==> src/rtl/uart_tx_arbiter.sv <==
// Round-robin arbiter sharing one UART TX FIFO write port among NUM_REQ byte streams.
// A grant covers a whole packet, bounded by a burst limit and an idle timeout.
module uart_tx_arbiter #(
  parameter int NUM_REQ      = 4,
  parameter int DATA_W       = 8,
  parameter int MAX_BURST    = 16,
  parameter int IDLE_TIMEOUT = 255,
  localparam int ID_W        = (NUM_REQ > 1) ? $clog2(NUM_REQ) : 1
) (
  input  logic                      clk,
  input  logic                      rst,
  input  logic [NUM_REQ-1:0]        req_valid,
  input  logic [NUM_REQ*DATA_W-1:0] req_data,
  input  logic [NUM_REQ-1:0]        req_last,
  output logic [NUM_REQ-1:0]        req_ready,
  output logic [DATA_W-1:0]         fifo_din,
  output logic                      fifo_wr_en,
  input  logic                      fifo_full,
  output logic [ID_W-1:0]           grant_id,
  output logic                      busy
);

  localparam int BURST_W = (MAX_BURST > 2) ? $clog2(MAX_BURST) : 1;
  localparam int IDLE_W  = (IDLE_TIMEOUT > 2) ? $clog2(IDLE_TIMEOUT) : 1;
  localparam logic [BURST_W-1:0] BURST_LAST = BURST_W'((MAX_BURST > 0) ? MAX_BURST - 1 : 0);
  localparam logic [IDLE_W-1:0]  IDLE_LAST  = IDLE_W'((IDLE_TIMEOUT > 0) ? IDLE_TIMEOUT - 1 : 0);

  typedef enum logic {IDLE, GRANT} state_t;

  state_t             state;
  logic [ID_W-1:0]    rr_ptr;
  logic [BURST_W-1:0] burst_cnt;
  logic [IDLE_W-1:0]  idle_cnt;
  logic [ID_W-1:0]    next_id;
  logic               g_valid;
  logic               g_last;
  logic               xfer;
  logic               release_now;

  // Handshake: a byte moves on requester i in a cycle where req_valid[i] & req_ready[i];
  // the same cycle raises fifo_wr_en. req_ready only depends on grant and fifo_full.
  assign busy    = (state == GRANT);
  assign g_valid = req_valid[grant_id];
  assign g_last  = req_last[grant_id];
  assign xfer    = busy && g_valid && !fifo_full;

  assign fifo_wr_en = xfer;
  assign fifo_din   = busy ? req_data[int'(grant_id)*DATA_W +: DATA_W] : '0;

  always_comb begin
    for (int i = 0; i < NUM_REQ; i++) begin
      req_ready[i] = busy && (int'(grant_id) == i) && !fifo_full;
    end
  end

  always_comb begin
    release_now = 1'b0;
    if (xfer && g_last) release_now = 1'b1;
    if (xfer && (MAX_BURST != 0) && (burst_cnt == BURST_LAST)) release_now = 1'b1;
    if (busy && (IDLE_TIMEOUT != 0) && !g_valid && (idle_cnt == IDLE_LAST)) release_now = 1'b1;
  end

  // First valid requester searching upward from rr_ptr, wrapping at NUM_REQ.
  always_comb begin
    int  idx;
    logic found;
    idx     = 0;
    found   = 1'b0;
    next_id = '0;
    for (int i = 0; i < NUM_REQ; i++) begin
      idx = int'(rr_ptr) + i;
      if (idx >= NUM_REQ) idx = idx - NUM_REQ;
      if (!found && req_valid[idx]) begin
        found   = 1'b1;
        next_id = ID_W'(idx);
      end
    end
  end

  always_ff @(posedge clk or posedge rst) begin
    if (rst) begin
      state     <= IDLE;
      rr_ptr    <= '0;
      grant_id  <= '0;
      burst_cnt <= '0;
      idle_cnt  <= '0;
    end else begin
      case (state)
        IDLE: begin
          if (|req_valid) begin
            grant_id  <= next_id;
            burst_cnt <= '0;
            idle_cnt  <= '0;
            state     <= GRANT;
          end
        end
        GRANT: begin
          if (xfer) burst_cnt <= burst_cnt + BURST_W'(1);
          // A fifo_full stall with data present is not idle time.
          if (g_valid) idle_cnt <= '0;
          else         idle_cnt <= idle_cnt + IDLE_W'(1);
          if (release_now) begin
            state  <= IDLE;
            rr_ptr <= (grant_id == ID_W'(NUM_REQ - 1)) ? '0 : grant_id + ID_W'(1);
          end
        end
        default: state <= IDLE;
      endcase
    end
  end

endmodule
==> config.mk <==
export PLATFORM = sky130hd
export DESIGN_NAME = uart_tx_arbiter
export DESIGN_NICKNAME = d
export VERILOG_FILES = /design/src/rtl/uart_tx_arbiter.sv
export SDC_FILE = /design/constraint.sdc
export NUM_CORES = 1
export LEC_CHECK = 0
export CAP_MARGIN = 20
export CORE_MARGIN = 2
export CORE_UTILIZATION = 38
export DETAILED_ROUTE_END_ITERATION = 10
export PLACE_DENSITY = 0.72
export SLEW_MARGIN = 15
export SYNTH_ARGS = -nofsm -noshare
export SYNTH_HDL_FRONTEND = slang
export SYNTH_SLANG_ARGS = --single-unit
export TNS_END_PERCENT = 20
==> constraint.sdc <==
create_clock -name clk -period 2.57 [get_ports clk]
set_input_delay 0.514 -clock clk [delete_from_list [all_inputs] [get_ports clk]]
set_output_delay 0.514 -clock clk [all_outputs]
set_load 0.005 [all_outputs]
## After elaboration in Yosys (flattened, before gate mapping)

Index checks and enable logic that the tools add are counted.

| storage, ports and cells | value |
|---|---|
| flip-flop bits (word level) | 17 |
| latch bits | 0 |
| memory bits (writable) | 0 |
| input port bits | 43 |
| word-level logic and storage cells | 102 |
| memories | 0 |
| bits in read-only memories | 0 |

| cells by class | value |
|---|---|
| order comparisons | 9 |
| div/mod/pow operators | 0 |
| equal/unequal tests | 8 |
| add/subtract/negate cells | 10 |
| multipliers | 0 |
| bitwise gates (word level) | 1 |
| multiplexer cells | 41 |
| shift operators | 1 |
| reduce and logical (&&, ||, !) cells | 27 |

Operator list:

| cell | count |
|---|---|
| $lt A32 B4 Y1 const B | 4 |
| $mux W32 | 4 |
| $shiftx A32 B6 Y8 | 1 |
| $mux W8 | 3 |
| $mux W1 | 18 |
| $logic_and A1 B1 Y1 | 17 |
| $pmux W8 S2 | 1 |
| $bmux W1 S2 | 6 |
| $sub A3 B3 Y4 const B | 3 |
| $mux W2 | 5 |
| $ge A3 B3 Y1 const B | 3 |
| $add A8 B1 Y8 const B | 1 |
| $eq A8 B8 Y1 const B | 1 |
| $mux W4 | 2 |
| $pmux W4 S2 | 1 |
| $add A2 B2 Y3 const B | 2 |
| $eq A2 B2 Y1 const B | 3 |
| $reduce_and A2 Y1 | 3 |
| $logic_not A1 Y1 | 5 |
| $add A4 B1 Y4 const B | 1 |
| $eq A4 B4 Y1 const B | 1 |
| $reduce_or A4 Y1 | 1 |
| $sub A2 B3 Y4 const B | 1 |
| $add A2 B1 Y3 const B | 1 |
| 9 further kinds | 9 |

## Logic depth before layout (Yosys ltp)

| logic depth | value |
|---|---|
| depth after elaboration | 15 |
| mapped depth | 5 |

## Worst setup path before layout

No wires, ideal clock.

| timing path | value |
|---|---|
| path type | flip-flop to flip-flop |
| start | reg grant_id[0] |
| end | reg rr_ptr[0] |
| data arrival time | 1949 ps |
| required time | 2442 ps |
| cell stages (with the launch flop) | 5 |
| path slack | 493 ps |
| cell sequence | dfrtp_1 mux4_2 or2_1 o32ai_4 mux2_1 |

| on the way | value |
|---|---|
| longest elaborated chain between the ends | 9 |

RTL lines:

| element | RTL line | text |
|---|---|---|
| start: declaration | 19 | `output logic [ID_W-1:0] grant_id,` |
| start signal: assignment | 91 | `grant_id <= next_id;` |
| $bmux W1 S2 | 43 | `assign g_valid = req_valid[grant_id];` |
| $mux W1 (not written as such) | 43 |  |
| $logic_and A1 B1 Y1 (2 in series) | 45 | `assign xfer = busy && g_valid && !fifo_full;` |
| $logic_and A1 B1 Y1 | 58 | `if (xfer && g_last) release_now = 1'b1;` |
| $mux W1 | 58 |  |
| $mux W1 | 59 | `if (xfer && (MAX_BURST != 0) && (burst_cnt == BURST_LAST)) release_now = 1'b1;` |
| $mux W1 | 60 | `if (busy && (IDLE_TIMEOUT != 0) && !g_valid && (idle_cnt == IDLE_LAST)) release_now = 1'b1;` |
| $reduce_and A2 Y1 (no line) | - |  |
| end signal: assignment | 104 | `rr_ptr <= (grant_id == ID_W'(NUM_REQ - 1)) ? '0 : grant_id + ID_W'(1);` |
| end: declaration | 31 | `logic [ID_W-1:0] rr_ptr;` |

Several ways; a longest one is shown, not always the timed one. The select of a mux whose other input is x is not followed.
A chain may end at the register's enable or synchronous reset.

## Final worst setup path

| timing path | value |
|---|---|
| start | in req_data[6] |
| end | out fifo_din[6] |

| on the way | value |
|---|---|
| longest elaborated chain between the ends | 2 |

RTL lines:

| element | RTL line | text |
|---|---|---|
| start: declaration | 13 | `input logic [NUM_REQ*DATA_W-1:0] req_data,` |
| $shiftx A32 B6 Y8 | 48 | `assign fifo_din = busy ? req_data[int'(grant_id)*DATA_W +: DATA_W] : '0;` |
| $mux W8 | 48 |  |
| end: declaration | 16 | `output logic [DATA_W-1:0] fifo_din,` |

No other way between the ends.

==> flow_metrics.env <==
export IMPL_place_ws_ps=-10.5
export IMPL_antenna_left=0
export IMPL_period_share_pct=97.4
export IMPL_track_usage_pct=19.4
export IMPL_p_leak_nw=0.907
export IMPL_cts_buffer_depth=2
export IMPL_max_vdd_ir_drop_mv=0.374
export IMPL_clkTransAtPathRegs_ps=90
export IMPL_postLayoutCoreUtil_pct=62.3
export IMPL_grt_overflow_total=0
export IMPL_ys_warn_count=0
export IMPL_cts_buffers=3
export IMPL_grt_pass1_vias=1305
export IMPL_drtIter0Drc=41
export IMPL_tightest_slew_ps=629
export IMPL_critPathCaptureType="primary output"
export IMPL_outcome="finished clean"
export IMPL_hold_depth=1
export IMPL_drt_pass1_iter_count=4
export IMPL_vias=1284
export IMPL_cts_hold_buf=0
export IMPL_r2r_end="rr_ptr[0]$_DFFE_PP0P_"
export IMPL_antenna_found_initial=0
export IMPL_core_region_area_sq_um=3310
export IMPL_via_per_inst=5.22
export IMPL_syn_area_sq_um=1300
export IMPL_drc=0
export IMPL_reg2regPathDepth=6
export IMPL_critPathArrivalTime_ps=1990
export IMPL_hold_class="reg -> reg"
export IMPL_die_x_um=62.4
export IMPL_dieArea_sq_um=3900
export IMPL_synth_seq_area_share_pct=32.8
export IMPL_antenna_cells=0
export IMPL_min_to="idle_cnt[5]$_DFFE_PP0P_"
export IMPL_synth_nets=179
export IMPL_crit_fanout=1
export IMPL_cts_root_buf="clkbuf_4"
export IMPL_cts_tree="done"
export IMPL_crit_path_start_kind="primary input"
export IMPL_total_power_w=0.00155
export IMPL_gp_congestion=0.859
export IMPL_fillers=287
export IMPL_path_class="in -> out"
export IMPL_finClkSkew_ps=8.36
export IMPL_wl_per_cell_um=14.3
export IMPL_maxCapViolations=0
export IMPL_dp_cells=241
export IMPL_nNetsFinal=251
export IMPL_slew_headroom_pct=58.0
export IMPL_synth_cell_types=35
export IMPL_final_cell_count_no_fill=246
export IMPL_ys_ff_latch=17
export IMPL_wirelength_mm=3.52
export IMPL_htree_levels=1
export IMPL_rows=21
export IMPL_postSynthCellCount=129
export IMPL_area_growth_pct=59.0
export IMPL_min_from="idle_cnt[5]$_DFFE_PP0P_"
export IMPL_grt_max_degree=18
export IMPL_finalHoldViolations=0
export IMPL_avgSynthCellArea_sq_um=10.1
export IMPL_timing_rr_start="grant_id[0]$_DFFE_PP0P_"
export IMPL_layout_cells_most_common="clkdlybuf4s50_1"
export IMPL_drive_gt1_share_pct=15.5
export IMPL_layout_common_cells="clkdlybuf4s50_1 (56), dfrtp_1 (17), buf_4 (13), and2_1 (12), o21ai_1 (11)"
export IMPL_fmax_ghz=0.400
export IMPL_report_final_slew_viol_count=0
export IMPL_setup_slack_ps=66.9
export IMPL_dp_hpwl_mm=2.92
export IMPL_clock_latency_ps=310
export IMPL_start_util_pct=39.2
export IMPL_grt_pass1_wl_mm=6.00
export IMPL_p_per_area_nw_per_um2=749
export IMPL_setup_viol=0
export IMPL_reg2reg_setup_slack_ps=290
export IMPL_multiInputGateArea_sq_um=825
export IMPL_worst_ep_required_time_ps=2060
export IMPL_rsz0062_at_grt="false"
export IMPL_die_height_um=62.4
export IMPL_boundaryPins=59
export IMPL_fin_crit_ps=2500
export IMPL_finalHoldWorstSlack_ps=525
export IMPL_regArea_sq_um=425
export IMPL_port_buffers=58
export IMPL_cts_sinks=17
[synthesized netlist by cell type (all sizes together)]
cell | number | area, sq um
dfrtp | 17 | 425
and2 | 13 | 81.3
o21ai | 11 | 55.1
mux4 | 10 | 225
nand2 | 9 | 33.8
inv | 8 | 30.0
nor2 | 8 | 30.0
ha | 7 | 87.6
nand3 | 5 | 25.0
a21oi | 4 | 20.0
a21o | 3 | 22.5
and3 | 3 | 18.8
clkbuf | 3 | 11.3
nor3b | 3 | 22.5
xor2 | 3 | 26.3
buf | 2 | 8.75
mux2 | 2 | 22.5
mux2i | 2 | 20.0
nand2b | 2 | 12.5
or2 | 2 | 12.5
a211oi | 1 | 7.51
a31oi | 1 | 6.26
and4 | 1 | 8.76
nand4 | 1 | 6.26
nor2b | 1 | 6.26
nor4 | 1 | 6.26
o21a | 1 | 7.51
o221ai | 1 | 8.76
o31ai | 1 | 7.51
o32ai | 1 | 27.5
or3 | 1 | 6.26
or4 | 1 | 7.51
[per-layer routing]
layer  share of wire (%)  wire length, um  track usage [%]  vias to the layer above
met5                   0                0                0                        -
met4                 1.8               63             9.17                        0
met3                 7.5              265             3.42                        5
met2                  49             1740             33.5                       60
met1                  41             1450             23.4                      613
li1                    -                -                -                      606
[power breakdown]
| part | switching [W] | leakage, nW | internal, W |
|---|---|---|---|
| registers | 0.0000771 | 0.220 | 0.000339 |
| clock network | 0.0000877 | 0.0177 | 0.0000582 |
| logic | 0.000384 | 0.669 | 0.000600 |
[sequential cells by signal (all words and copies together), names as in the netlist]
register,flops
idle_cnt,8
rr_ptr,2
busy,1
grant_id,2
burst_cnt,4
[how the worst max path moves through the flow]
stage                       startpoint  slack, ps                    end
3_5_place_dp              req_valid[2]        -10             fifo_wr_en
3_3_place_gp              req_valid[3]        -10             fifo_wr_en
4_1_cts                   req_valid[3]         10             fifo_wr_en
2_1_floorplan  grant_id[0]$_DFFE_PP0P_        490  rr_ptr[0]$_DFFE_PP0P_
6_report                   req_data[6]         70            fifo_din[6]
5_1_grt        grant_id[0]$_DFFE_PP0P_          5            fifo_din[2]
[worst max-delay path, cell delays in order]
cell and delay, ps:
clkdlybuf4s50_1 410, mux4_2 460, and2_1 170, clkdlybuf4s50_1 440
[repair_timing]
action | in CTS | in global routing
buffers inserted | 1 | 0
gates resized for setup | 1 | 4
pin swaps | 0 | 0
setup endpoints to repair | 2 | 3
[cell type report]
| cell class | instances | share of cell area (%) |
|---|---|---|
| sequential | 17 | 20.6 |
| clock buffer | 3 | 1.09 |
| multi-input combinational | 99 | 40.0 |
| clock inverter | 1 | 0.243 |
| inverter | 8 | 1.46 |
| tap | 46 | 2.79 |
| timing repair buffer | 72 | 33.8 |
[per-stage QoR]
| step | cell area (sq um) | TNS (ps) |
|---|---|---|
| floorplan | 1300 | 0 |
| global placement | 2010 | -9.80 |
| detailed placement | 2010 | -10.5 |
| CTS | 2050 | 0 |
| global route | 2060 | 0 |
| finish | 2060 | 0 |
[logic make-up after synthesis]
logic type / Yosys count / share of synthesized area (%)
buffers and inverters: 13 / 3.86
and+or+nand+nor: 51 / 21.4
AOI/OAI and AO/OA: 24 / 12.5
adders and majority gates: 7 / 6.75
muxes: 14 / 20.6
xor gates and xnor gates: 3 / 2.03
DFF: 17 / 32.8
Power figures use the tool's default switching activity.
==> edit: new RTL, config.mk and constraints unchanged <==
The parameter `DATA_W` goes from 8 to 7.
--- a/src/rtl/uart_tx_arbiter.sv
+++ b/src/rtl/uart_tx_arbiter.sv
@@ -2,7 +2,7 @@
 // A grant covers a whole packet, bounded by a burst limit and an idle timeout.
 module uart_tx_arbiter #(
   parameter int NUM_REQ      = 4,
-  parameter int DATA_W       = 8,
+  parameter int DATA_W       = 7,
   parameter int MAX_BURST    = 16,
   parameter int IDLE_TIMEOUT = 255,
   localparam int ID_W        = (NUM_REQ > 1) ? $clog2(NUM_REQ) : 1
Ports: changed (resized fifo_din and req_data); port bits go from 59 to 54. The function was not compared with the original's and may differ.
==> edit against the original RTL <==
- worst setup slack lost 0.0045 ns
- wire length shrank 3.5%
- sequential cell count is the same
- design area shrank 5.7%
- final cell count shrank 4.5%
- synthesized area shrank 2.6%
- total power shrank 5.4%
- die area shrank 2.5%
- largest cell class unchanged
- largest power group unchanged
- highest routed layer unchanged
==> edit: results (changes against the original RTL) <==
stage	metric	value	unit	change
drt	routed-wl-met2	1850	um	was 1740 um
synthesis	ys_seq_area_share	33.7	%	was 32.8%
placed_design	numPortBuffers	53		was 58
synthesis	async_reset_ff_share	100	%	unchanged
synthesis	synthDistinctLibCells	34		was 35
grt	grt_pass1_wl	5600	um	was 6000 um
worst_hold_path	hold_depth	1		unchanged
outcome	status	complete, no violations		unchanged
sta	slew-limit-headroom	56.8	%	was 58.0%
power_and_ir_drop	power.static_leakage	0.818	nW	was 0.907 nW
placed_design	gp_congestion	0.751		was 0.859
synthesis	yosys-top-cells-count	dfrtp_1, nand2_1, and2_1		was dfrtp_1, and2_1, o21ai_1
drt	wl_met1	1440	um	was 1450 um
clock_tree	cts_root_buf	clkbuf_4		unchanged
power_and_ir_drop	peakVddDrop	539	uV	was 374 uV
placed_design	dp_slack	-0.0916	ns	was -0.0105 ns
drt	viasPerCell	5.00		was 5.22
drt	routed-wl-met3	92	um	was 265 um
grt	grt_pass1_vias	1192		was 1305
grt	grt_usage	20.3	%	was 19.4%
sta	finClkSkew	0.00292	ns	was 0.00836 ns
placed_design	dp_hpwl	2770	um	was 2920 um
synthesis	synth_area_leaders	dfrtp_1, mux4_2, ha_1, and2_1, nand2_1		was dfrtp_1, mux4_2, ha_1, and2_1, o21ai_1
power_and_ir_drop	swShare	35.8	%	was 35.5%
layout	nFillCells	285		was 287
layout	drive_gt1_share	13.6	%	was 15.5%
worst_hold_path	hold_class	flip-flop to flip-flop		unchanged
clock_tree	clock_latency	0.29	ns	was 0.31 ns
drt	wl_per_cell	14.4	um	was 14.3 um
clock_tree	clk_path_buf_depth	2		unchanged
edit: cell types whose count changed in the layout (fill, tap and decap cells not counted), sizes merged, moves of 2 or more:
cell	delta
nand2	+6
a21o	-3
clkdlybuf4s50	-5
nor3b	-2
and3	-2
xor2	+2
edit: layout make-up:
type	instances	area, sq um	area share [%]
Multi-Input combinational cell	97	783	40.3
Inverter	7	26.3	1.35
Tap cell	44	55.1	2.83
Sequential cell	17	425	21.9
Timing Repair Buffer	66	629	32.3
Clock buffer	4	26.3	1.35
edit: logic make-up after synthesis:
group	count (synthesis)	synth area share, %
xor gates and xnor gates	6	4.16
DFF	17	33.7
adders and majority gates	7	6.93
muxes	13	19.4
and+or+nand+nor	50	20.2
buffers and inverters	12	4.36
AOI/OAI and AO/OA	21	11.3
edit: per-layer routing:
metal / up-vias / GRT usage, %
met5: - / 0
li1: 578 / -
met3: 2 / 4.83
met4: 0 / 0.608
met1: 575 / 24.3
met2: 21 / 38.6
edit: metrics by stage:
step	power [mW]	instances	utilization [%]
CTS	1.47	234	62.4
finish	1.46	235	62.7
global route	1.57	235	62.7
global placement	1.28	229	61.3
floorplan	0.894	126	-
detailed placement	1.31	229	61.3
edit: worst paths after layout:
kind	start	endpoint	slack, ns
worst max-delay path	req_data[19]	fifo_din[5]	0.06
worst min-delay path	idle_cnt[7]	idle_cnt[7]	0.49
worst max register to register	grant_id[0]	rr_ptr[1]	0.35
worst min register to register	idle_cnt[7]	idle_cnt[7]	0.49
max in group asynchronous	rst	idle_cnt[1]	1.55
min in group asynchronous	rst	burst_cnt[2]	0.60
edit: timing repair:
action,in CTS,in global routing
setup buffers,1,1
endpoints found under the hold margin,0,0
resized for setup,1,1
cloned,0,0
setup endpoints to repair,3,8
edit: power by group through the flow:
stage / registers (mW) / clock network (mW) / logic (mW)
after detailed placement: 0.433 / 0 / 0.877
after CTS: 0.427 / 0.152 / 0.893
final: 0.425 / 0.146 / 0.891
after global placement: 0.426 / 0 / 0.855
after global routing: 0.434 / 0.163 / 0.977
after floorplan: 0.410 / 0 / 0.484
